`config.mk`:
```
export PLATFORM = sky130hd
export DESIGN_NAME = fetch_bpu
export DESIGN_NICKNAME = d
export VERILOG_FILES = /design/src/rtl/fetch_bpu_pkg.sv /design/src/rtl/fetch_ras.sv /design/src/rtl/fetch_bpu.sv
export SDC_FILE = /design/constraint.sdc
export NUM_CORES = 1
export LEC_CHECK = 0
export CORE_ASPECT_RATIO = 1.2
export CORE_MARGIN = 2
export CORE_UTILIZATION = 45
export DETAILED_ROUTE_END_ITERATION = 8
export GPL_ROUTABILITY_DRIVEN = 0
export PLACE_DENSITY = 0.69
export SLEW_MARGIN = 5
export SYNTH_ARGS = -nofsm -noshare
export SYNTH_HDL_FRONTEND = slang
export SYNTH_SLANG_ARGS = --single-unit
```
`constraint.sdc`:
```
create_clock -name clk_i -period 4.3 [get_ports clk_i]
set_input_delay 0.86 -clock clk_i [delete_from_list [all_inputs] [get_ports clk_i]]
set_output_delay 0.86 -clock clk_i [all_outputs]
set_load 0.005 [all_outputs]
```
`src/rtl/fetch_bpu_pkg.sv`:
```
`default_nettype none
// ============================================================================
// Module   : fetch_bpu_pkg
// Purpose  : Shared constants and types for the fetch-stage branch
//            pre-decoder / static predictor and its return address stack.
// Contents : RV32I control-flow opcodes, link-register indices, widths,
//            instruction class enum and a link-register helper.
// Revision : 1.0 - initial release
// ============================================================================
package fetch_bpu_pkg;

  localparam int INSTR_WIDTH   = 32;
  localparam int REG_IDX_WIDTH = 5;

  localparam logic [6:0] OPC_BRANCH = 7'b1100011;
  localparam logic [6:0] OPC_JAL    = 7'b1101111;
  localparam logic [6:0] OPC_JALR   = 7'b1100111;

  // x1 (ra) and x5 (t0) are the RISC-V link registers for RAS hinting
  localparam logic [REG_IDX_WIDTH-1:0] LINK_REG_X1 = 5'd1;
  localparam logic [REG_IDX_WIDTH-1:0] LINK_REG_X5 = 5'd5;

  typedef enum logic [1:0] {
    CLS_NONE = 2'd0,
    CLS_BXX  = 2'd1,
    CLS_JAL  = 2'd2,
    CLS_JALR = 2'd3
  } instr_cls_e;

  function automatic logic is_link_reg(input logic [REG_IDX_WIDTH-1:0] idx);
    return (idx == LINK_REG_X1) || (idx == LINK_REG_X5);
  endfunction

endpackage : fetch_bpu_pkg
`default_nettype wire

```
`src/rtl/fetch_ras.sv`:
```
`default_nettype none
// ============================================================================
// Module   : fetch_ras
// Purpose  : Circular return address stack with saturating occupancy count.
//            Push when full overwrites the oldest entry; pop when empty is
//            ignored; push and pop together replace the top entry (or push
//            if the stack is empty).
// Ports    : clk_i, rst_n_i      clock / asynchronous active-low reset
//            push_i, pop_i       update requests (single cycle)
//            push_data_i [XLEN]  return address to store
//            top_o [XLEN]        current top-of-stack entry
//            empty_o             no valid entries
// Revision : 1.0 - initial release
// ============================================================================
module fetch_ras #(
  parameter int XLEN      = 32,
  parameter int RAS_DEPTH = 4
) (
  input  logic            clk_i,
  input  logic            rst_n_i,
  input  logic            push_i,
  input  logic            pop_i,
  input  logic [XLEN-1:0] push_data_i,
  output logic [XLEN-1:0] top_o,
  output logic            empty_o
);

  localparam int PTR_W = $clog2(RAS_DEPTH);
  localparam int CNT_W = $clog2(RAS_DEPTH + 1);
  localparam logic [CNT_W-1:0] CNT_FULL = CNT_W'(RAS_DEPTH);

  logic [PTR_W-1:0] top_ptr_q, top_ptr_d;
  logic [CNT_W-1:0] count_q, count_d;
  logic [XLEN-1:0]  entries_q [RAS_DEPTH];
  logic [XLEN-1:0]  entries_d [RAS_DEPTH];

  always_comb begin
    top_ptr_d = top_ptr_q;
    count_d   = count_q;
    entries_d = entries_q;
    if (push_i && pop_i && (count_q != '0)) begin
      // call-and-return: swap the return address in place
      entries_d[top_ptr_q] = push_data_i;
    end else if (push_i) begin
      // RAS_DEPTH is a power of two, so the pointer wraps by overflow
      top_ptr_d            = top_ptr_q + PTR_W'(1);
      entries_d[top_ptr_d] = push_data_i;
      if (count_q != CNT_FULL) begin
        count_d = count_q + CNT_W'(1);
      end
    end else if (pop_i && (count_q != '0)) begin
      top_ptr_d = top_ptr_q - PTR_W'(1);
      count_d   = count_q - CNT_W'(1);
    end
  end

  always_ff @(posedge clk_i or negedge rst_n_i) begin
    if (!rst_n_i) begin
      top_ptr_q <= '0;
      count_q   <= '0;
    end else begin
      top_ptr_q <= top_ptr_d;
      count_q   <= count_d;
    end
  end

  // Entry contents are meaningless while count is zero, so no reset needed
  always_ff @(posedge clk_i) begin
    entries_q <= entries_d;
  end

  assign top_o   = entries_q[top_ptr_q];
  assign empty_o = (count_q == '0);

endmodule : fetch_ras
`default_nettype wire

```
`src/rtl/fetch_bpu.sv`:
```
`default_nettype none
// ============================================================================
// Module   : fetch_bpu
// Purpose  : Fetch-stage branch pre-decoder and static next-PC predictor.
//            Classifies bxx/jal/jalr, extracts the sign-extended immediate,
//            predicts taken/target (BTFN for branches, RAS for returns) and
//            registers everything into one valid/ready output stage.
// Ports    : clk_i, rst_n_i            clock / async active-low reset
//            flush_i                   drop the output stage, block accept
//            in_valid_i/in_ready_o     input handshake, pc_i, instr_i
//            out_valid_o/out_ready_i   output handshake
//            out_pc_o, out_instr_o     registered PC / instruction
//            dec_bxx_o/jal_o/jalr_o    instruction class
//            dec_bjp_imm_o             B/J/I immediate (0 for other opcodes)
//            jalr_rs1_idx_o            instr[19:15]
//            pred_taken_o, pred_target_o, need_rs1_o   prediction
//            ras_empty_o               RAS holds no entries (live)
// Revision : 1.0 - initial release
// ============================================================================
module fetch_bpu
  import fetch_bpu_pkg::*;
#(
  parameter int XLEN      = 32,
  parameter int RAS_DEPTH = 4,
  parameter bit BTFN_EN   = 1'b1
) (
  input  logic                     clk_i,
  input  logic                     rst_n_i,
  input  logic                     flush_i,
  input  logic                     in_valid_i,
  output logic                     in_ready_o,
  input  logic [XLEN-1:0]          pc_i,
  input  logic [INSTR_WIDTH-1:0]   instr_i,
  output logic                     out_valid_o,
  input  logic                     out_ready_i,
  output logic [XLEN-1:0]          out_pc_o,
  output logic [INSTR_WIDTH-1:0]   out_instr_o,
  output logic                     dec_bxx_o,
  output logic                     dec_jal_o,
  output logic                     dec_jalr_o,
  output logic [XLEN-1:0]          dec_bjp_imm_o,
  output logic [REG_IDX_WIDTH-1:0] jalr_rs1_idx_o,
  output logic                     pred_taken_o,
  output logic [XLEN-1:0]          pred_target_o,
  output logic                     need_rs1_o,
  output logic                     ras_empty_o
);

  // --------------------------------------------------------------------------
  // Decode
  // --------------------------------------------------------------------------
  instr_cls_e               cls;
  logic [REG_IDX_WIDTH-1:0] rd_idx;
  logic [REG_IDX_WIDTH-1:0] rs1_idx;
  logic [XLEN-1:0]          imm_b, imm_j, imm_i, imm;
  logic                     rd_link, rs1_link, is_call, is_ret;

  assign rd_idx  = instr_i[11:7];
  assign rs1_idx = instr_i[19:15];

  assign imm_b = {{(XLEN-12){instr_i[31]}}, instr_i[7], instr_i[30:25],
                  instr_i[11:8], 1'b0};
  assign imm_j = {{(XLEN-20){instr_i[31]}}, instr_i[19:12], instr_i[20],
                  instr_i[30:21], 1'b0};
  assign imm_i = {{(XLEN-11){instr_i[31]}}, instr_i[30:20]};

  always_comb begin
    cls = CLS_NONE;
    case (instr_i[6:0])
      OPC_BRANCH: cls = CLS_BXX;
      OPC_JAL:    cls = CLS_JAL;
      OPC_JALR:   cls = CLS_JALR;
      default:    cls = CLS_NONE;
    endcase
  end

  always_comb begin
    imm = '0;
    case (cls)
      CLS_BXX:  imm = imm_b;
      CLS_JAL:  imm = imm_j;
      CLS_JALR: imm = imm_i;
      default:  imm = '0;
    endcase
  end

  assign rd_link  = is_link_reg(rd_idx);
  assign rs1_link = is_link_reg(rs1_idx);
  assign is_call  = ((cls == CLS_JAL) || (cls == CLS_JALR)) && rd_link;
  // jalr rd==rs1==link is a coroutine-style swap: treat it as a call only
  assign is_ret   = (cls == CLS_JALR) && rs1_link &&
                    !(rd_link && (rd_idx == rs1_idx));

  // --------------------------------------------------------------------------
  // Static prediction
  // --------------------------------------------------------------------------
  logic [XLEN-1:0] pc_plus4, pc_plus_imm, ras_top, target;
  logic            ras_empty, taken, need_rs1;

  assign pc_plus4    = pc_i + XLEN'(4);
  assign pc_plus_imm = pc_i + imm;

  always_comb begin
    taken    = 1'b0;
    need_rs1 = 1'b0;
    target   = pc_plus4;
    case (cls)
      CLS_JAL: begin
        taken  = 1'b1;
        target = pc_plus_imm;
      end
      CLS_BXX: begin
        // negative offset means backward branch, typically a loop
        taken = BTFN_EN && imm[XLEN-1];
        if (taken) begin
          target = pc_plus_imm;
        end
      end
      CLS_JALR: begin
        if (is_ret && !ras_empty) begin
          taken  = 1'b1;
          target = ras_top;
        end else begin
          need_rs1 = 1'b1;
        end
      end
      default: ;
    endcase
  end

  // --------------------------------------------------------------------------
  // Handshake and return address stack
  // --------------------------------------------------------------------------
  logic accept;

  assign in_ready_o = !flush_i && (!out_valid_o || out_ready_i);
  assign accept     = in_valid_i && in_ready_o;

  fetch_ras #(
    .XLEN      (XLEN),
    .RAS_DEPTH (RAS_DEPTH)
  ) u_ras (
    .clk_i       (clk_i),
    .rst_n_i     (rst_n_i),
    .push_i      (accept && is_call),
    .pop_i       (accept && is_ret),
    .push_data_i (pc_plus4),
    .top_o       (ras_top),
    .empty_o     (ras_empty)
  );

  assign ras_empty_o = ras_empty;

  // --------------------------------------------------------------------------
  // Output stage
  // --------------------------------------------------------------------------
  logic                     out_valid_q, out_valid_d;
  logic [XLEN-1:0]          out_pc_q, out_pc_d;
  logic [INSTR_WIDTH-1:0]   out_instr_q, out_instr_d;
  logic                     dec_bxx_q, dec_bxx_d;
  logic                     dec_jal_q, dec_jal_d;
  logic                     dec_jalr_q, dec_jalr_d;
  logic [XLEN-1:0]          dec_imm_q, dec_imm_d;
  logic [REG_IDX_WIDTH-1:0] rs1_idx_q, rs1_idx_d;
  logic                     pred_taken_q, pred_taken_d;
  logic [XLEN-1:0]          pred_target_q, pred_target_d;
  logic                     need_rs1_q, need_rs1_d;

  always_comb begin
    out_valid_d   = out_valid_q;
    out_pc_d      = out_pc_q;
    out_instr_d   = out_instr_q;
    dec_bxx_d     = dec_bxx_q;
    dec_jal_d     = dec_jal_q;
    dec_jalr_d    = dec_jalr_q;
    dec_imm_d     = dec_imm_q;
    rs1_idx_d     = rs1_idx_q;
    pred_taken_d  = pred_taken_q;
    pred_target_d = pred_target_q;
    need_rs1_d    = need_rs1_q;
    if (accept) begin
      out_valid_d   = 1'b1;
      out_pc_d      = pc_i;
      out_instr_d   = instr_i;
      dec_bxx_d     = (cls == CLS_BXX);
      dec_jal_d     = (cls == CLS_JAL);
      dec_jalr_d    = (cls == CLS_JALR);
      dec_imm_d     = imm;
      rs1_idx_d     = rs1_idx;
      pred_taken_d  = taken;
      pred_target_d = target;
      need_rs1_d    = need_rs1;
    end else if (flush_i || out_ready_i) begin
      // payload is left in place; only the valid bit is dropped
      out_valid_d = 1'b0;
    end
  end

  always_ff @(posedge clk_i or negedge rst_n_i) begin
    if (!rst_n_i) begin
      out_valid_q   <= 1'b0;
      out_pc_q      <= '0;
      out_instr_q   <= '0;
      dec_bxx_q     <= 1'b0;
      dec_jal_q     <= 1'b0;
      dec_jalr_q    <= 1'b0;
      dec_imm_q     <= '0;
      rs1_idx_q     <= '0;
      pred_taken_q  <= 1'b0;
      pred_target_q <= '0;
      need_rs1_q    <= 1'b0;
    end else begin
      out_valid_q   <= out_valid_d;
      out_pc_q      <= out_pc_d;
      out_instr_q   <= out_instr_d;
      dec_bxx_q     <= dec_bxx_d;
      dec_jal_q     <= dec_jal_d;
      dec_jalr_q    <= dec_jalr_d;
      dec_imm_q     <= dec_imm_d;
      rs1_idx_q     <= rs1_idx_d;
      pred_taken_q  <= pred_taken_d;
      pred_target_q <= pred_target_d;
      need_rs1_q    <= need_rs1_d;
    end
  end

  assign out_valid_o    = out_valid_q;
  assign out_pc_o       = out_pc_q;
  assign out_instr_o    = out_instr_q;
  assign dec_bxx_o      = dec_bxx_q;
  assign dec_jal_o      = dec_jal_q;
  assign dec_jalr_o     = dec_jalr_q;
  assign dec_bjp_imm_o  = dec_imm_q;
  assign jalr_rs1_idx_o = rs1_idx_q;
  assign pred_taken_o   = pred_taken_q;
  assign pred_target_o  = pred_target_q;
  assign need_rs1_o     = need_rs1_q;

endmodule : fetch_bpu
`default_nettype wire

```
* Yosys cells after proc, flatten, opt, wreduce, memory -nomap -nowiden
Index checks and enable logic that the tools add are counted.
** Operators by class
- Equal/unequal tests :: 13
- Bitwise logic cells :: 3
- Multiplexer cells :: 27
- Add/sub/neg operators :: 6
- Reduce and logical (&&, ||, !) cells :: 30
- Order comparisons :: 4
** Operator list (count)
- bitwise mux 128 bit :: 2
- two-way mux 128 bit :: 2
- two-way mux 32 bit :: 6
- case mux 32 bit (3 select lines) :: 2
- demux 32 bit (select 2 bit) :: 2
- binary-select mux 32 bit (select 2 bit) :: 1
- adder 32 x 3 -> 32 bit, second input constant :: 1
- adder 32 bit :: 1
- == test 7 bit, second input constant :: 3
- logical AND 1 bit :: 14
- == test 5 x 1 -> 1 bit, second input constant :: 2
- == test 5 x 3 -> 1 bit, second input constant :: 2
- two-way mux 3 bit :: 3
- greater-or-equal comparator 3 bit, second input constant :: 2
- < comparator 3 x 1 -> 1 bit, second input constant :: 2
- inverter 2 -> 3 bit :: 2
- case mux 2 bit (3 select lines) :: 1
- nonzero test 2 bit :: 3
- == test 5 bit :: 1
- logical OR 1 bit :: 5
- two-way mux 1 bit :: 5
- == test 2 bit, second input constant :: 2
- logical NOT 1 bit :: 4
- two-way mux 2 bit :: 2
- other kinds (13) :: 13
** Word-level totals
- Input bits :: 69
- Output and inout bits :: 141
- Register bits after elaboration :: 272
- Logic and storage cells :: 100

* Logic depth before layout (Yosys ltp)
Gate-level depths: netlist of the first run.
- Depth in word-level cells :: 10
- Depth in mapped cells :: 16
- Depth with buffers taken out :: 16

* By module
From an unflattened synthesis of the first run, not the netlist that was laid out.
** Second synthesis, totals
- Cells, all modules :: 1268
- Area total of the unflattened synthesis :: 13559.3 µm²
** By module, submodules not included
- fetch_bpu :: instances 1, cells each 905, seq. area each 3078.0 µm², area each 7516.0 µm²
- fetch_ras :: instances 1, cells each 363, seq. area each 3968.8 µm², area each 6043.3 µm²

* Least setup slack after synthesis of the first run
OpenSTA, ideal clock, no wires.
- Path type :: input to register
- From :: input instr_i[16]
- To :: register u_ras.entries_q[100] (netlist name), enable pin
- Library setup time :: 421 ps
- Stages on the path :: 8
- Data arrival time :: 3944 ps
- Setup slack :: -65 ps
- Data required time :: 3879 ps
- Path buffers :: 2
- Path through :: or4b_1 -> a211o_1 -> nor3_4 -> and3_1 -> buf_2 -> mux2i_1 -> buf_2 -> nor2_1
** On the way
- Cells in the longest elaborated chain, start to end :: 8
- Elaborated cells between the ends (all ways) :: 12
- Classes of those cells :: 3 x eq/ne; 9 x reduce/logical
** Ends and longest elaborated chain
- from (decl) :: line fetch_bpu.sv:33 : input logic [INSTR_WIDTH-1:0] instr_i,
- == test 5 x 1 -> 1 bit (tied with other cells) :: line fetch_bpu_pkg.sv:31 : return (idx == LINK_REG_X1) || (idx == LINK_REG_X5);
- logical OR 1 bit / logical AND 1 bit (equally long branches) :: line fetch_bpu_pkg.sv:31, fetch_bpu.sv:92
- logical AND 1 bit / logical NOT 1 bit (equally long branches) :: line fetch_bpu.sv:91, fetch_bpu.sv:92
- logical AND 1 bit (*) :: line fetch_bpu.sv:91 : assign is_ret = (cls == CLS_JALR) && rs1_link &&
- logical AND 1 bit (*) :: line fetch_bpu.sv:146 : .pop_i (accept && is_ret),
- logical AND 1 bit (*) (2 in a row) :: line fetch_ras.sv:41 : if (push_i && pop_i && (count_q != '0)) begin
- nonzero test 2 bit (no line) (*)
- to (signal assigned) :: line fetch_ras.sv:69 : entries_q <= entries_d;
- to (decl) :: line fetch_ras.sv:34 : logic [XLEN-1:0] entries_q [RAS_DEPTH];
Mark *: on every way between the ends. The rest lies on a longest branch, timed or not.
A chain may end at the register's enable or synchronous reset.

* Worst setup path in the final report of the first run
- From :: input instr_i[6]
- To :: register pred_target_q[25], in the netlist pred_target_o[25]
** On the way
- Elaborated cells between the ends (all ways) :: 15
- Classes of those cells :: 1 x add/sub; 6 x eq/ne; 5 x mux; 3 x reduce/logical
** RTL lines
- == test 7 bit :: line fetch_bpu.sv:69 : case (instr_i[6:0])
- case mux 2 bit (3 select lines) (*) :: line fetch_bpu.sv:69
- == test 2 bit / == test 2 x 1 -> 1 bit (equally long branches) :: line fetch_bpu.sv:79 : case (cls)
- case mux 32 bit (3 select lines) (*) :: line fetch_bpu.sv:79
- via imm[14] :: line fetch_bpu.sv:55 : logic [XLEN-1:0] imm_b, imm_j, imm_i, imm;
- adder 32 bit (*) :: line fetch_bpu.sv:101 : assign pc_plus_imm = pc_i + imm;
- two-way mux 32 bit :: line fetch_bpu.sv:115 : if (taken) begin
- case mux 32 bit (3 select lines) (*) :: line fetch_bpu.sv:107 : case (cls)
- to (signal assigned) :: line fetch_bpu.sv:222 : pred_target_q <= pred_target_d;
- to (decl) :: line fetch_bpu.sv:166 : logic [XLEN-1:0] pred_target_q, pred_target_d;
The timed path passes the listed nets; every way through them passes the cells marked *.

==> results of run 1 <==
==> power by group <==
group | leakage (nW) | internal [mW] | switching (mW)
Clock | 0.446 | 1.43 | 0.953
Combinational | 4.00 | 0.464 | 0.404
Sequential | 2.86 | 2.70 | 0.0911
==> metal layers <==
metal / up-vias / track usage (%) / part of all wire, %
met5: - / 0 / 0
met1: 5274 / 33.34 / 42
li1: 4967 / - / -
met2: 402 / 43.61 / 49
met4: 0 / 7.273 / 2.6
met3: 55 / 3.436 / 6.0
==> cell usage after synthesis, types with 3 or more instances <==
cell type | count | area, µm²
sky130_fd_sc_hd__a21oi_1 | 37 | 185.2
sky130_fd_sc_hd__a311o_1 | 3 | 30.03
sky130_fd_sc_hd__dfrtp_1 | 128 | 3203
sky130_fd_sc_hd__edfxtp_1 | 128 | 3844
sky130_fd_sc_hd__nand4_1 | 12 | 75.07
sky130_fd_sc_hd__mux2i_1 | 7 | 70.07
sky130_fd_sc_hd__buf_4 | 18 | 135.1
sky130_fd_sc_hd__nand2_1 | 293 | 1100
sky130_fd_sc_hd__a22oi_1 | 3 | 22.52
sky130_fd_sc_hd__nand2b_1 | 7 | 43.79
sky130_fd_sc_hd__and3_1 | 8 | 50.05
sky130_fd_sc_hd__and2_1 | 11 | 68.82
sky130_fd_sc_hd__nor3_1 | 7 | 35.03
sky130_fd_sc_hd__nor2b_1 | 13 | 81.33
sky130_fd_sc_hd__a21boi_0 | 3 | 22.52
sky130_fd_sc_hd__o211ai_1 | 9 | 67.56
sky130_fd_sc_hd__mux4_2 | 32 | 720.7
sky130_fd_sc_hd__buf_1 | 7 | 26.28
sky130_fd_sc_hd__buf_2 | 13 | 65.06
sky130_fd_sc_hd__a31oi_1 | 6 | 37.54
sky130_fd_sc_hd__mux2_2 | 11 | 123.9
sky130_fd_sc_hd__xor2_1 | 20 | 175.2
sky130_fd_sc_hd__clkbuf_1 | 40 | 150.1
sky130_fd_sc_hd__a21o_1 | 22 | 165.2
sky130_fd_sc_hd__nor3b_1 | 3 | 22.52
sky130_fd_sc_hd__o21ai_0 | 62 | 310.3
sky130_fd_sc_hd__nand3_1 | 21 | 105.1
sky130_fd_sc_hd__xnor2_1 | 35 | 306.5
sky130_fd_sc_hd__a222oi_1 | 3 | 30.03
sky130_fd_sc_hd__inv_1 | 22 | 82.58
sky130_fd_sc_hd__nor2_1 | 182 | 683.2
sky130_fd_sc_hd__o21bai_1 | 5 | 37.54
sky130_fd_sc_hd__o21a_1 | 7 | 52.55
sky130_fd_sc_hd__ha_1 | 36 | 450.4
sky130_fd_sc_hd__a221oi_1 | 19 | 166.4
==> registers in the layout (all words and copies together), names as in the netlist, 2 cells and up <==
register	cells
u_ras.entries_q	128
dec_bjp_imm_o	21
pred_target_o	32
u_ras.count_q	3
out_instr_o	32
out_pc_o	32
u_ras.top_ptr_q	2
==> worst max-delay path: cells and delay by family <==
| kind | cells | cell delay, ps |
|---|---|---|
| and+or+nand+nor | 3 | 810 |
| adders and majority gates | 1 | 250 |
| AOI/OAI and AO/OA | 8 | 1830 |
| xor gates and xnor gates | 1 | 100 |
| buffers and inverters | 1 | 500 |
==> cell type report <==
| cell class | instances | area [µm²] | share of cell area [%] |
|---|---|---|---|
| multi-input combinational | 910 | 5617 | 32.69 |
| clock inverter | 10 | 101.3 | 0.5898 |
| inverter | 22 | 82.58 | 0.4806 |
| tap | 385 | 481.7 | 2.803 |
| sequential | 256 | 7048 | 41.01 |
| timing repair buffer | 328 | 3037 | 17.67 |
| clock buffer | 38 | 817.0 | 4.755 |
==> logic make-up (layout without fill, tap and decap cells) <==
group,after synthesis,count (layout),share of synthesized area (%)
muxes,50,50,6.994
buffers and inverters,100,398,3.511
AOI/OAI and AO/OA,199,199,9.931
DFF,256,256,53.88
xor gates and xnor gates,55,55,3.683
and+or+nand+nor,568,568,18.25
adders and majority gates,38,38,3.750
==> per-stage QoR <==
step                      std cells  util [%]  area (µm²)
final                          1949     59.93       17180
after global routing           1949     59.93       17180
after CTS                      1949     59.91       17180
after detailed placement       1901     56.71       16260
after global placement         1901     56.71       16260
after floorplan                1266         -       13080
==> worst max-delay path by stage <==
stage                            from                  end  slack, ps  cells after the start
after global placement     instr_i[6]    pred_target_o[25]       -110                     16
after detailed placement   instr_i[6]    pred_target_o[25]       -190                     14
final                      instr_i[6]    pred_target_o[25]        360                     14
after floorplan           instr_i[16]  u_ras.entries_q[32]        110                      7
after CTS                  instr_i[6]    pred_target_o[25]        350                     14
after global routing       instr_i[6]    pred_target_o[25]         80                     14
==> tab_implementation.tex, run 1 <==
\begin{tabular}{lr}
\hline
Metric & Value \\
\hline
\multicolumn{2}{l}{\textbf{Outcome}} \\
\quad Run status & completed \\
\multicolumn{2}{l}{\textbf{STA}} \\
\quad Peak Freq & between 200 and 300 MHz \\
\quad Worst slew margin & a little under a third \\
\quad Setup violation total in the final timing report & 0 \\
\quad Max Clock Skew & between 20 and 30 ps \\
\quad RSZ-0062 raised after global routing & no \\
\quad Worst slew pin tran & between 1000 and 1500 ps \\
\quad Share of the clock period used by the worst path after layout & between 90\% and 100\% \\
\quad Worst hold margin & between 300 and 400 ps \\
\quad Total Negative Setup Slacks & 0 ps \\
\quad Final critical delay including setup and external delays & 3945 ps \\
\quad Max-slew violation count & 0 \\
\quad Post-route worst setup slack & 355.0 ps \\
\quad Number of hold violations in the final report & 0 \\
\multicolumn{2}{l}{\textbf{Synth}} \\
\quad Yosys synthesis warning count & 0 \\
\quad Flops \& latches, synth & between 200 and 300 \\
\quad Number of nets in the synthesized netlist & between 1k and 1.5k \\
\quad Primary FF master, synth & sky130\_fd\_sc\_hd\_\_edfxtp\_1 \\
\quad Post-synth EDFFs & approximately 130 \\
\quad Cell count after synthesis & $\sim$1.3k \\
\quad Fraction of registers with async set or reset after synthesis & about half \\
\quad Mean instance size in the synthesized netlist & roughly 10 µm² \\
\quad Count of different cell masters after synthesis & 59 \\
\quad Share of synthesized area occupied by flip-flops and latches & a little over half \\
\quad Area of the mapped netlist & roughly 0.013 mm² \\
\multicolumn{2}{l}{\textbf{Finish}} \\
\quad Antenna Cells & 0 \\
\quad Ratio of cells with drive above 1 in the final layout & between 10\% and 20\% \\
\quad Area growth syn-to-layout & 31.40\% \\
\quad Most frequent cells in the layout & sky130\_fd\_sc\_hd\_\_nand2\_1 (292), sky130\_fd\_sc\_hd\_\_clkdlybuf4s50\_1 (208), sky130\_fd\_sc\_hd\_\_nor2\_1 (178) \\
\quad Total Nets Final & $\sim$1.7k \\
\quad Layout fillers & 2396 \\
\quad Leading cell type in the layout, fill and taps excluded & sky130\_fd\_sc\_hd\_\_nand2\_1 \\
\multicolumn{2}{l}{\textbf{Clock tree}} \\
\quad Clock slew at reported path FFs & $\sim$60 ps \\
\quad Clock tree sinks & roughly 260 \\
\quad Post-CTS Setup Repair Bufs & 0 \\
\quad \# hold bufs at CTS & 0 \\
\quad CTS tree & done \\
\quad Clk Latency, worst-skew pair & roughly 540 ps \\
\quad Clk buf depth & 3 \\
\quad Post-cts repair resize count & 0 \\
\quad Root cell of the clock tree & sky130\_fd\_sc\_hd\_\_clkbuf\_16 \\
\quad Clock buffers created by TritonCTS & 26 \\
\quad CTS H-tree lvls & 1 \\
\multicolumn{2}{l}{\textbf{Global routing}} \\
\quad Antenna violations before repair & 0 \\
\quad Via count of the first global-routing pass & around 11k \\
\quad Total GRT Usage & roughly 25\% \\
\quad Global-route wire length before repair & 60190 µm \\
\quad Overflow left after global routing & 0 \\
\quad Maximum number of pins on one net before global-route repair & between 100 and 150 \\
\multicolumn{2}{l}{\textbf{Floorplanning}} \\
\quad Initial core utilization & around 46\% \\
\quad Die width & $\sim$160 µm \\
\quad IO Pins & 210 \\
\quad Floorplan Core Area & 0.02867 mm² \\
\quad Area of the die & $\sim$0.03 mm² \\
\quad Number of rows created at floorplan & roughly 70 \\
\quad Vertical die dimension & around 190 µm \\
\multicolumn{2}{l}{\textbf{Routing}} \\
\quad Vias & roughly 11k \\
\quad Antenna-violating nets left & 0 \\
\quad Via count normalized by instance count & 5.489 \\
\quad Routed length per placed instance & just under 20 µm \\
\quad Initial DRC count & between 900 and 1k \\
\quad Detailed Route WL & between 30000 and 40000 µm \\
\quad First drt pass iteration count & 5 \\
\quad \# DRC & 0 \\
\multicolumn{2}{l}{\textbf{Job}} \\
\quad Number of maximum-capacitance violations & 0 \\
\multicolumn{2}{l}{\textbf{Placed design}} \\
\quad Half-perimeter wire length after placement & $\sim$28000 µm \\
\quad Number of port buffers & 209 \\
\quad Worst slack at placement & -193.0 ps \\
\multicolumn{2}{l}{\textbf{Power}} \\
\quad Cell leakage power & between 7 and 8 nW \\
\quad Total power density per cell area & 351.8 mW/mm² \\
\quad Largest voltage drop on the vdd net & roughly 220 µV \\
\quad Overall power after layout & just over 6 mW \\
\multicolumn{2}{l}{\textbf{Critical path}} \\
\quad Arr. time, crit path & 4350 ps \\
\quad Critical Path Start Type & primary input \\
\quad Setup slack on the worst flop-to-flop path & about 1500 ps \\
\quad Library cell appearing most often on the critical path & sky130\_fd\_sc\_hd\_\_o21ai\_0 \\
\quad Crit-path cells & clkdlybuf4s50\_1 > nor2b\_1 > and4\_1 > and3\_1 > a21o\_1 > ha\_1 > a21oi\_1 > o21ai\_0 > a311oi\_2 > o211ai\_1 > a311oi\_1 > xnor2\_1 > a221oi\_1 > o21ai\_0 \\
\quad Data required time of the critical path & approximately 4700 ps \\
\quad Crit. End Element & flop \\
\quad Worst Path Class, Setup & in -> reg \\
\quad Start of the worst register-to-register path & u\_ras.count\_q[0] \\
\quad FF-to-FF path depth & 10 \\
\quad Maximum cell stage delay along the critical path & $\sim$500 ps \\
\quad Maximum net fanout on the critical path & 8 \\
\quad Slowest stage cell on the critical path & sky130\_fd\_sc\_hd\_\_clkdlybuf4s50\_1 \\
\quad Capture instance of the worst register-to-register path & pred\_target\_o[17] \\
\multicolumn{2}{l}{\textbf{Min path}} \\
\quad Min-delay worst type & in -> async \\
\hline
\end{tabular}
Power figures use the tool's default switching activity.
==> run 2, diff against run 1 <==
--- a/config.mk
+++ b/config.mk
@@ -11,6 +11,7 @@
 export DETAILED_ROUTE_END_ITERATION = 8
 export GPL_ROUTABILITY_DRIVEN = 0
 export PLACE_DENSITY = 0.69
+export RECOVER_POWER = 100
 export SLEW_MARGIN = 5
 export SYNTH_ARGS = -nofsm -noshare
 export SYNTH_HDL_FRONTEND = slang
==> constraint.sdc (replaced) <==
create_clock -name clk_i -period 3.7 [get_ports clk_i]
set_input_delay 0.74 -clock clk_i [delete_from_list [all_inputs] [get_ports clk_i]]
set_output_delay 0.74 -clock clk_i [all_outputs]
set_load 0.005 [all_outputs]
==> run 2 against run 1 <==
  * The run now ends with capacitance limit, slew limit left
  * Sequential share of layout area is 2.0 points lower
  * Final cell count grew 5.0%
  * Wire length up 4.6%
  * Largest cell class unchanged
  * Critical path depth up 4
  * Non-clock buffer count up 97
==> tab_implementation.tex, run 2 (synthesized netlist as in run 1, its figures left out) <==
\begin{tabular}{lr}
\hline
Metric & Value \\
\hline
\multicolumn{2}{l}{\textbf{STA}} \\
\quad Max Clock Skew & 27.93 ps (was 26.15 ps) \\
\quad Share of the clock period used by the worst path after layout & a little over nine tenths \\
\quad Final critical delay including setup and external delays & $\sim$3500 ps \\
\quad Worst hold margin & 460.4 ps (was 391.9 ps) \\
\quad Worst slew pin tran & 1849 ps (was 1025 ps) \\
\quad Number of hold violations in the final report & 0 (unchanged) \\
\quad Worst slew margin & -23.23\% (was 31.65\%) \\
\quad Peak Freq & about 280 MHz \\
\quad Max-slew violation count & 100 (was 0) \\
\quad Setup violation total in the final timing report & 0 (unchanged) \\
\multicolumn{2}{l}{\textbf{Clock tree}} \\
\quad \# hold bufs at CTS & 0 (unchanged) \\
\quad Clk Latency, worst-skew pair & 550 ps (was 540 ps) \\
\quad Clk buf depth & 3 (unchanged) \\
\quad Clock tree sinks & 256 (unchanged) \\
\quad Clock slew at reported path FFs & 60 ps (about the same) \\
\quad CTS tree & done (unchanged) \\
\quad CTS H-tree lvls & 1 (unchanged) \\
\quad Root cell of the clock tree & sky130\_fd\_sc\_hd\_\_clkbuf\_16 (unchanged) \\
\quad Clock buffers created by TritonCTS & 26 (unchanged) \\
\multicolumn{2}{l}{\textbf{Floorplanning}} \\
\quad Die width & 159.6 µm (unchanged) \\
\quad Area of the die & 0.03045 mm² (unchanged) \\
\quad Vertical die dimension & 190.7 µm (unchanged) \\
\quad Number of rows created at floorplan & 68 (unchanged) \\
\quad Initial core utilization & 45.61\% (unchanged) \\
\quad IO Pins & 210 (unchanged) \\
\quad Floorplan Core Area & 0.02867 mm² (unchanged) \\
\multicolumn{2}{l}{\textbf{Power}} \\
\quad Sw Share & 24.28\% (was 23.95\%) \\
\quad Relative contribution of combinational cells to total power & 14.2\% (was 14.3\%) \\
\quad Reg power frac & 45.7\% (was 46.2\%) \\
\quad Largest voltage drop on the vdd net & 234.4 µV (was 220.9 µV) \\
\quad Net Sw Power & 1.717 mW (was 1.448 mW) \\
\quad Total power density per cell area & 392.0 mW/mm² (was 351.8 mW/mm²) \\
\quad Cell leakage power & 8.024 nW (was 7.304 nW) \\
\quad Internal power component & 5.356 mW (was 4.598 mW) \\
\quad Relative contribution of the clock network to total power & 40.1\% (was 39.5\%) \\
\multicolumn{2}{l}{\textbf{Placed design}} \\
\quad Placed instance count & 1987 (was 1901) \\
\quad Half-perimeter wire length after placement & 29070 µm (was 27520 µm) \\
\quad Total cell area at the placement stage & 0.01701 mm² (was 0.01626 mm²) \\
\quad Number of port buffers & 209 (unchanged) \\
\multicolumn{2}{l}{\textbf{Routing}} \\
\quad Detailed Route WL & 40350 µm (was 38570 µm) \\
\quad Vias & 11.10k (was 10.70k) \\
\quad Routed length per placed instance & 19.72 µm (was 19.79 µm) \\
\quad First drt pass iteration count & 6 (was 5) \\
\quad Via count normalized by instance count & 5.425 (was 5.489) \\
\quad Antenna-violating nets left & 0 (unchanged) \\
\quad Initial DRC count & 965 (was 984) \\
\quad \# DRC & 0 (unchanged) \\
\multicolumn{2}{l}{\textbf{Finish}} \\
\quad Area growth syn-to-layout & 37.99\% (was 31.40\%) \\
\quad Count of non-filler cells in the finished layout & 2046 (was 1949) \\
\quad Post-route cell area & 0.01805 mm² (was 0.01718 mm²) \\
\quad Ratio of cells with drive above 1 in the final layout & 20.53\% (was 14.58\%) \\
\quad Total Nets Final & 1748 (was 1651) \\
\quad Utilization after layout & 62.94\% (was 59.93\%) \\
\quad Antenna Cells & 0 (unchanged) \\
\quad Leading cell type in the layout, fill and taps excluded & sky130\_fd\_sc\_hd\_\_nand2\_1 (unchanged) \\
\quad Most frequent cells in the layout & sky130\_fd\_sc\_hd\_\_nand2\_1 (292), sky130\_fd\_sc\_hd\_\_buf\_4 (181), sky130\_fd\_sc\_hd\_\_nor2\_1 (178) (was sky130\_fd\_sc\_hd\_\_nand2\_1 (292), sky130\_fd\_sc\_hd\_\_clkdlybuf4s50\_1 (208), sky130\_fd\_sc\_hd\_\_nor2\_1 (178)) \\
\quad Max reg flops & 128 (unchanged) \\
\quad Register containing the most flip-flops in the final layout & u\_ras.entries\_q (unchanged) \\
\multicolumn{2}{l}{\textbf{Outcome}} \\
\quad Failing checks & capacitance limit, slew limit \\
\quad Run status & finished, violations left (was completed) \\
\multicolumn{2}{l}{\textbf{Global routing}} \\
\quad Maximum number of pins on one net before global-route repair & 143 (was 103) \\
\quad Total GRT Usage & 26.44\% (was 25.22\%) \\
\quad Global-route wire length before repair & 63040 µm (was 60190 µm) \\
\quad Via count of the first global-routing pass & 11.36k (was 10.67k) \\
\quad Overflow left after global routing & 0 (unchanged) \\
\quad Antenna violations before repair & 0 (unchanged) \\
\multicolumn{2}{l}{\textbf{Critical path}} \\
\quad Slowest stage cell on the critical path & sky130\_fd\_sc\_hd\_\_clkdlybuf4s50\_1 (unchanged) \\
\quad Worst Path Class, Setup & in -> reg (unchanged) \\
\quad Arr. time, crit path & 3920 ps (was 4350 ps) \\
\quad Critical Path Start Type & primary input (unchanged) \\
\quad Maximum cell stage delay along the critical path & 470 ps (was 500 ps) \\
\quad Top delay family on crit path & compound AO/OA/AOI/OAI gates (unchanged) \\
\quad Crit-path cells & clkdlybuf4s50\_1 > buf\_6 > buf\_4 > nor3b\_2 > a21oi\_1 > nor2\_1 > ha\_1 > o211ai\_1 > o211ai\_1 > a22oi\_2 > buf\_4 > o211ai\_1 > buf\_4 > a21boi\_2 > buf\_4 > o21a\_1 > a31oi\_1 > o21ai\_1 (was clkdlybuf4s50\_1 > nor2b\_1 > and4\_1 > and3\_1 > a21o\_1 > ha\_1 > a21oi\_1 > o21ai\_0 > a311oi\_2 > o211ai\_1 > a311oi\_1 > xnor2\_1 > a221oi\_1 > o21ai\_0) \\
\quad Buffers and inverters on the worst path & 6 (was 1) \\
\quad Library cell appearing most often on the critical path & sky130\_fd\_sc\_hd\_\_buf\_4 (was sky130\_fd\_sc\_hd\_\_o21ai\_0) \\
\quad Maximum net fanout on the critical path & 8 (unchanged) \\
\quad Crit. End Element & flop (unchanged) \\
\quad Data required time of the critical path & 4090 ps (was 4700 ps) \\
\multicolumn{2}{l}{\textbf{Min path}} \\
\quad Min-delay worst type & reg -> reg (was in -> async) \\
\multicolumn{2}{l}{\textbf{Job}} \\
\quad Number of maximum-capacitance violations & 2 (was 0) \\
\hline
\end{tabular}
## run 2: cell count changes in the layout (fill, tap and decap cells not counted), sizes merged
cell and change:
buf +71, bufinv +3, clkbuf +21, clkdlybuf4s15 +1
clkdlybuf4s50 -150, clkinvlp +3, dlygate4sd3 +144, dlymetal6s2s +4
## run 2: cell type report
type | count | area (µm²)
Fill cell | 2272 | 10630
Sequential cell | 256 | 7048
Multi-Input combinational cell | 910 | 5776
Timing Repair Buffer | 425 | 3740
Clock buffer | 32 | 704.4
Tap cell | 385 | 481.7
Clock inverter | 16 | 214.0
Inverter | 22 | 82.58
## run 2: repair_timing
action / 4_1_cts / 5_1_grt
pin swaps: 6 / 9
setup endpoints to repair: 21 / 12
gates resized for setup: 26 / 29
setup buffers: 7 / 4
## run 2: stage by stage
step	worst slack, ps	TNS, ps	power [mW]
after global routing	-3.308	-3.308	7.326
after floorplan	-372.4	-24360	3.639
after global placement	-818.1	-16720	4.333
after CTS	129.8	0	7.185
final	165.3	0	7.074
after detailed placement	-895.9	-18020	4.351
## run 2: power groups by stage
| stage | Sequential (mW) | Combinational [mW] | Clock, mW |
|---|---|---|---|
| 2_1_floorplan | 3.29 | 0.348 | 0 |
| 3_3_place_gp | 3.30 | 1.04 | 0 |
| 3_5_place_dp | 3.30 | 1.05 | 0 |
| 4_1_cts | 3.25 | 1.07 | 2.87 |
| 5_1_grt | 3.26 | 1.09 | 2.98 |
| 6_report | 3.24 | 1.00 | 2.83 |
## run 2: tightest hold or removal path, stage by stage, from the launching register on
cell	delay [ps]
sky130_fd_sc_hd__dfrtp_1	330
sky130_fd_sc_hd__nand2_1	50
sky130_fd_sc_hd__nand2_1	50
## run 2: final timing paths
| path | start | endpoint | slack (ps) | cells past startpoint |
|---|---|---|---|---|
| max in group asynchronous | rst_n_i | pred_target_o[7] | 730 | 2 |
| setup / recovery | instr_i[3] | pred_target_o[29] | 170 | 18 |
| hold / removal | need_rs1_o | need_rs1_o | 460 | 2 |
| min in group asynchronous | rst_n_i | pred_target_o[13] | 650 | 1 |
| setup reg to reg | out_valid_o | pred_target_o[28] | 720 | 7 |
| hold reg to reg | need_rs1_o | need_rs1_o | 460 | 2 |
## run 2: per-layer routing
metal  wire length [µm]  up-vias  GRT usage, %  part of all wire [%]
met5                  0        -             0                     0
met4               1340        0         9.301                   3.3
met3               2540       76         3.676                   6.3
met2              19870      424         45.50                    49
met1              16600     5429         34.42                    41
li1                   -     5171             -                     -
==> run 3, diff against run 2 <==
--- a/config.mk
+++ b/config.mk
@@ -5,12 +5,14 @@
 export SDC_FILE = /design/constraint.sdc
 export NUM_CORES = 1
 export LEC_CHECK = 0
+export ABC_AREA = 1
+export CAP_MARGIN = 20
 export CORE_ASPECT_RATIO = 1.2
 export CORE_MARGIN = 2
 export CORE_UTILIZATION = 45
 export DETAILED_ROUTE_END_ITERATION = 8
 export GPL_ROUTABILITY_DRIVEN = 0
-export PLACE_DENSITY = 0.69
+export PLACE_DENSITY = 0.68
 export RECOVER_POWER = 100
 export SLEW_MARGIN = 5
 export SYNTH_ARGS = -nofsm -noshare
==> run 3 against run 2 <==
  * The run still ends with capacitance limit, slew limit left
  * Design area grew 0.83%
  * Die area grew 11%
  * Synthesized cell count grew 46%
==> tab_implementation.tex, run 3 <==
\begin{tabular}{lr}
\hline
Metric & Value \\
\hline
\multicolumn{2}{l}{\textbf{STA}} \\
\quad Max-slew violation count & 53 (was 100) \\
\quad Final critical delay including setup and external delays & 3415 ps (was 3535 ps) \\
\quad Setup violation total in the final timing report & 0 (unchanged) \\
\quad Worst slew margin & -93.72\% (was -23.23\%) \\
\quad RSZ-0062 raised after global routing & no \\
\quad Peak Freq & 292.8 MHz (was 282.9 MHz) \\
\quad Max Clock Skew & 13.35 ps (was 27.93 ps) \\
\quad Share of the clock period used by the worst path after layout & 92.30\% (was 95.53\%) \\
\quad Number of hold violations in the final report & 0 (unchanged) \\
\quad Total Negative Setup Slacks & 0 ps (unchanged) \\
\quad Worst slew pin tran & 2906 ps (was 1849 ps) \\
\multicolumn{2}{l}{\textbf{Finish}} \\
\quad Utilization after layout & 56.74\% (was 62.94\%) \\
\quad Area growth syn-to-layout & 25.14\% (was 37.99\%) \\
\quad Most frequent cells in the layout & sky130\_fd\_sc\_hd\_\_nand2\_1 (590), sky130\_fd\_sc\_hd\_\_nor2\_1 (237), sky130\_fd\_sc\_hd\_\_inv\_1 (201) (was sky130\_fd\_sc\_hd\_\_nand2\_1 (292), sky130\_fd\_sc\_hd\_\_buf\_4 (181), sky130\_fd\_sc\_hd\_\_nor2\_1 (178)) \\
\quad Antenna Cells & 0 (unchanged) \\
\quad Layout fillers & 2969 (was 2272) \\
\quad Max reg flops & 128 (unchanged) \\
\quad Leading cell type in the layout, fill and taps excluded & sky130\_fd\_sc\_hd\_\_nand2\_1 (unchanged) \\
\quad Register containing the most flip-flops in the final layout & u\_ras.entries\_q (unchanged) \\
\quad Total Nets Final & 2204 (was 1748) \\
\quad Ratio of cells with drive above 1 in the final layout & 8.085\% (was 20.53\%) \\
\multicolumn{2}{l}{\textbf{Critical path}} \\
\quad Maximum net fanout on the critical path & 32 (was 8) \\
\quad Capture instance of the worst register-to-register path & u\_ras.entries\_q[58] (was pred\_target\_o[28]) \\
\quad Crit. End Element & flop (unchanged) \\
\quad Arr. time, crit path & 3660 ps (was 3920 ps) \\
\quad Worst Path Class, Setup & in -> reg (unchanged) \\
\quad Critical Path Start Type & primary input (unchanged) \\
\quad FF-to-FF path depth & 9 (was 7) \\
\quad Setup slack on the worst flop-to-flop path & 670 ps (was 720 ps) \\
\quad Data required time of the critical path & 3950 ps (was 4090 ps) \\
\quad Start of the worst register-to-register path & out\_valid\_o (unchanged) \\
\multicolumn{2}{l}{\textbf{Synth}} \\
\quad Fraction of registers with async set or reset after synthesis & 50.00\% (unchanged) \\
\quad Count of different cell masters after synthesis & 47 (was 59) \\
\quad Most area-consuming cells after synthesis & sky130\_fd\_sc\_hd\_\_edfxtp\_1 (26\%), sky130\_fd\_sc\_hd\_\_dfrtp\_1 (22\%), sky130\_fd\_sc\_hd\_\_nand2\_1 (15\%) (was sky130\_fd\_sc\_hd\_\_edfxtp\_1 (29\%), sky130\_fd\_sc\_hd\_\_dfrtp\_1 (24\%), sky130\_fd\_sc\_hd\_\_nand2\_1 (8.4\%)) \\
\quad Flops \& latches, synth & 256 (unchanged) \\
\quad Adder-cell area share of the yosys netlist & 3.373\% (was 3.750\%) \\
\quad Simple logic cell fraction of the synthesized area & 27.43\% (was 18.25\%) \\
\quad Yosys synthesis warning count & 0 (unchanged) \\
\quad Most common cell in the synthesized netlist & sky130\_fd\_sc\_hd\_\_nand2\_1 (unchanged) \\
\quad Number of nets in the synthesized netlist & 1951 (was 1373) \\
\quad Post-Synth XOR/XNOR Area & 1.618\% (was 3.684\%) \\
\quad Cell count after synthesis & 1844 (was 1266) \\
\quad Area of the mapped netlist & 0.01454 mm² (was 0.01308 mm²) \\
\quad Portion of synthesized cell area occupied by the leading cell type & 26.43\% (was 29.39\%) \\
\quad Commonest cells in the synthesized netlist & sky130\_fd\_sc\_hd\_\_nand2\_1 (588), sky130\_fd\_sc\_hd\_\_nor2\_1 (239), sky130\_fd\_sc\_hd\_\_inv\_1 (201), sky130\_fd\_sc\_hd\_\_dfrtp\_1 (128), sky130\_fd\_sc\_hd\_\_edfxtp\_1 (128) (was sky130\_fd\_sc\_hd\_\_nand2\_1 (293), sky130\_fd\_sc\_hd\_\_nor2\_1 (182), sky130\_fd\_sc\_hd\_\_dfrtp\_1 (128), sky130\_fd\_sc\_hd\_\_edfxtp\_1 (128), sky130\_fd\_sc\_hd\_\_o21ai\_0 (62)) \\
\quad Multiplexer share of the synthesized area & 0.3098\% (was 6.994\%) \\
\quad Share of synthesized area occupied by flip-flops and latches & 48.46\% (was 53.88\%) \\
\quad Main combinational cell family by area after synthesis & simple AND/OR/NAND/NOR gates (unchanged) \\
\quad Complex-gate fraction of the synthesized area & 10.15\% (was 9.931\%) \\
\quad Mean instance size in the synthesized netlist & 7.885 µm² (was 10.33 µm²) \\
\quad Synth area leader & sky130\_fd\_sc\_hd\_\_edfxtp\_1 (unchanged) \\
\quad Post-synth EDFFs & 128 (unchanged) \\
\quad Primary FF master, synth & sky130\_fd\_sc\_hd\_\_edfxtp\_1 (unchanged) \\
\multicolumn{2}{l}{\textbf{Power}} \\
\quad Cell leakage power & 8.722 nW (was 8.024 nW) \\
\quad Reg power frac & 47.4\% (was 45.7\%) \\
\quad Largest voltage drop on the vdd net & 292.9 µV (was 234.4 µV) \\
\quad Relative contribution of the clock network to total power & 37.5\% (was 40.1\%) \\
\quad Total power density per cell area & 378.0 mW/mm² (was 392.0 mW/mm²) \\
\quad Sw Share & 25.76\% (was 24.28\%) \\
\quad Overall power after layout & 6.879 mW (was 7.074 mW) \\
\quad Internal power component & 5.107 mW (was 5.356 mW) \\
\quad Net Sw Power & 1.772 mW (was 1.717 mW) \\
\quad Relative contribution of combinational cells to total power & 15.2\% (was 14.2\%) \\
\multicolumn{2}{l}{\textbf{Global routing}} \\
\quad Global-route wire length before repair & 73690 µm (was 63040 µm) \\
\quad Antenna violations before repair & 0 (unchanged) \\
\quad Via count of the first global-routing pass & 13.28k (was 11.36k) \\
\quad Overflow left after global routing & 0 (unchanged) \\
\quad Total GRT Usage & 28.10\% (was 26.44\%) \\
\quad Maximum number of pins on one net before global-route repair & 80 (was 143) \\
\multicolumn{2}{l}{\textbf{Job}} \\
\quad Number of maximum-capacitance violations & 1 (was 2) \\
\multicolumn{2}{l}{\textbf{Floorplanning}} \\
\quad Floorplan Core Area & 0.03207 mm² (was 0.02867 mm²) \\
\quad Vertical die dimension & 200.9 µm (was 190.7 µm) \\
\quad Area of the die & 0.03377 mm² (was 0.03045 mm²) \\
\quad IO Pins & 210 (unchanged) \\
\quad Number of rows created at floorplan & 72 (was 68) \\
\quad Die width & 168.1 µm (was 159.6 µm) \\
\quad Initial core utilization & 45.34\% (was 45.61\%) \\
\multicolumn{2}{l}{\textbf{Clock tree}} \\
\quad Clock slew at reported path FFs & 70 ps (was 60 ps) \\
\quad CTS H-tree lvls & 1 (unchanged) \\
\quad CTS tree & done (unchanged) \\
\quad Root cell of the clock tree & sky130\_fd\_sc\_hd\_\_clkbuf\_16 (unchanged) \\
\quad Clk buf depth & 3 (unchanged) \\
\quad Post-cts repair resize count & 0 (was 26) \\
\quad Clock tree sinks & 256 (unchanged) \\
\quad \# hold bufs at CTS & 0 (unchanged) \\
\quad Clk Latency, worst-skew pair & 540 ps (was 550 ps) \\
\quad Clock buffers created by TritonCTS & 25 (was 26) \\
\quad Post-CTS Setup Repair Bufs & 0 (was 7) \\
\multicolumn{2}{l}{\textbf{Outcome}} \\
\quad Failing checks & capacitance limit, slew limit (unchanged) \\
\quad Run status & finished, violations left (unchanged) \\
\multicolumn{2}{l}{\textbf{Min path}} \\
\quad Hold Path Cell Cnt & 2 (unchanged) \\
\quad Min-Delay Endpoint & out\_pc\_o[15] (was need\_rs1\_o) \\
\quad Min-Delay Startpoint & out\_pc\_o[15] (was need\_rs1\_o) \\
\quad Min-delay worst type & reg -> reg (unchanged) \\
\multicolumn{2}{l}{\textbf{Routing}} \\
\quad Initial DRC count & 1136 (was 965) \\
\quad First drt pass iteration count & 6 (unchanged) \\
\quad \# DRC & 0 (unchanged) \\
\quad Vias & 13.54k (was 11.10k) \\
\quad Via count normalized by instance count & 5.370 (was 5.425) \\
\quad Routed length per placed instance & 18.99 µm (was 19.72 µm) \\
\quad Detailed Route WL & 47890 µm (was 40350 µm) \\
\quad Antenna-violating nets left & 0 (unchanged) \\
\multicolumn{2}{l}{\textbf{Placed design}} \\
\quad Half-perimeter wire length after placement & 35140 µm (was 29070 µm) \\
\quad Number of port buffers & 209 (unchanged) \\
\hline
\end{tabular}
run 3: logic make-up after synthesis:
kind of cell,Yosys count
adder cells (fa/ha/maj),38
XOR/XNOR,26
AO/OA/AOI/OAI,256
AND/OR/NAND/NOR,971
flip-flops,256
multiplexers,2
buffers and inverters,295
run 3: how the worst max path moves through the flow:
stage,start,end,slack [ps],cells after the start
2_1_floorplan,instr_i[19],u_ras.entries_q[32],100,10
3_3_place_gp,instr_i[5],pred_target_o[16],-80,21
3_5_place_dp,instr_i[6],pred_target_o[16],-150,21
4_1_cts,instr_i[6],pred_target_o[16],400,21
5_1_grt,instr_i[6],pred_target_o[21],80,20
6_report,instr_i[19],u_ras.entries_q[58],290,10
run 3: final cells by class:
class / count / area, µm² / share of cell area, %
Clock buffer: 33 / 659.4 / 3.624
Timing Repair Buffer: 309 / 2835 / 15.58
Sequential cell: 256 / 7048 / 38.73
Multi-Input combinational cell: 1293 / 6205 / 34.10
Clock inverter: 12 / 143.9 / 0.7908
Tap cell: 407 / 509.2 / 2.799
Inverter: 212 / 795.8 / 4.373
run 3: routing by layer:
metal | GRT usage [%] | share of wire, % | vias to the layer above | wire length [µm]
met2 | 45.99 | 47 | 666 | 22460
li1 | - | - | 6438 | -
met5 | 0 | 0 | - | 0
met3 | 5.757 | 9.2 | 128 | 4406
met4 | 12.93 | 4.8 | 0 | 2318
met1 | 35.94 | 39 | 6312 | 18700
run 3: per-stage QoR:
step | std cells | worst slack [ps] | area [µm²] | hold WS (ps)
detailed placement | 2477 | -153.6 | 17520 | 464.0
global route | 2522 | 77.18 | 18200 | 496.9
CTS | 2522 | 395.6 | 18330 | 196.6
finish | 2522 | 285.0 | 18200 | 477.2
global placement | 2477 | -79.10 | 17520 | 464.2
floorplan | 1844 | 103.7 | 14540 | 444.4
run 3: power by group through the flow:
stage | Clock (mW) | Sequential [mW] | Combinational, mW
finish | 2.58 | 3.26 | 1.04
global route | 2.72 | 3.28 | 1.14
CTS | 2.61 | 3.27 | 1.12
detailed placement | 0 | 3.32 | 1.11
global placement | 0 | 3.32 | 1.10
floorplan | 0 | 3.30 | 0.423
run 3: critical path, stage by stage:
cell	delay (ps)
sky130_fd_sc_hd__clkdlybuf4s50_1	410
sky130_fd_sc_hd__inv_1	120
sky130_fd_sc_hd__nand4_1	160
sky130_fd_sc_hd__nor2_1	190
sky130_fd_sc_hd__nand2_1	180
sky130_fd_sc_hd__nor2_8	200
sky130_fd_sc_hd__nand3_1	390
sky130_fd_sc_hd__a21oi_1	390
sky130_fd_sc_hd__clkbuf_2	750
sky130_fd_sc_hd__nor2_1	90
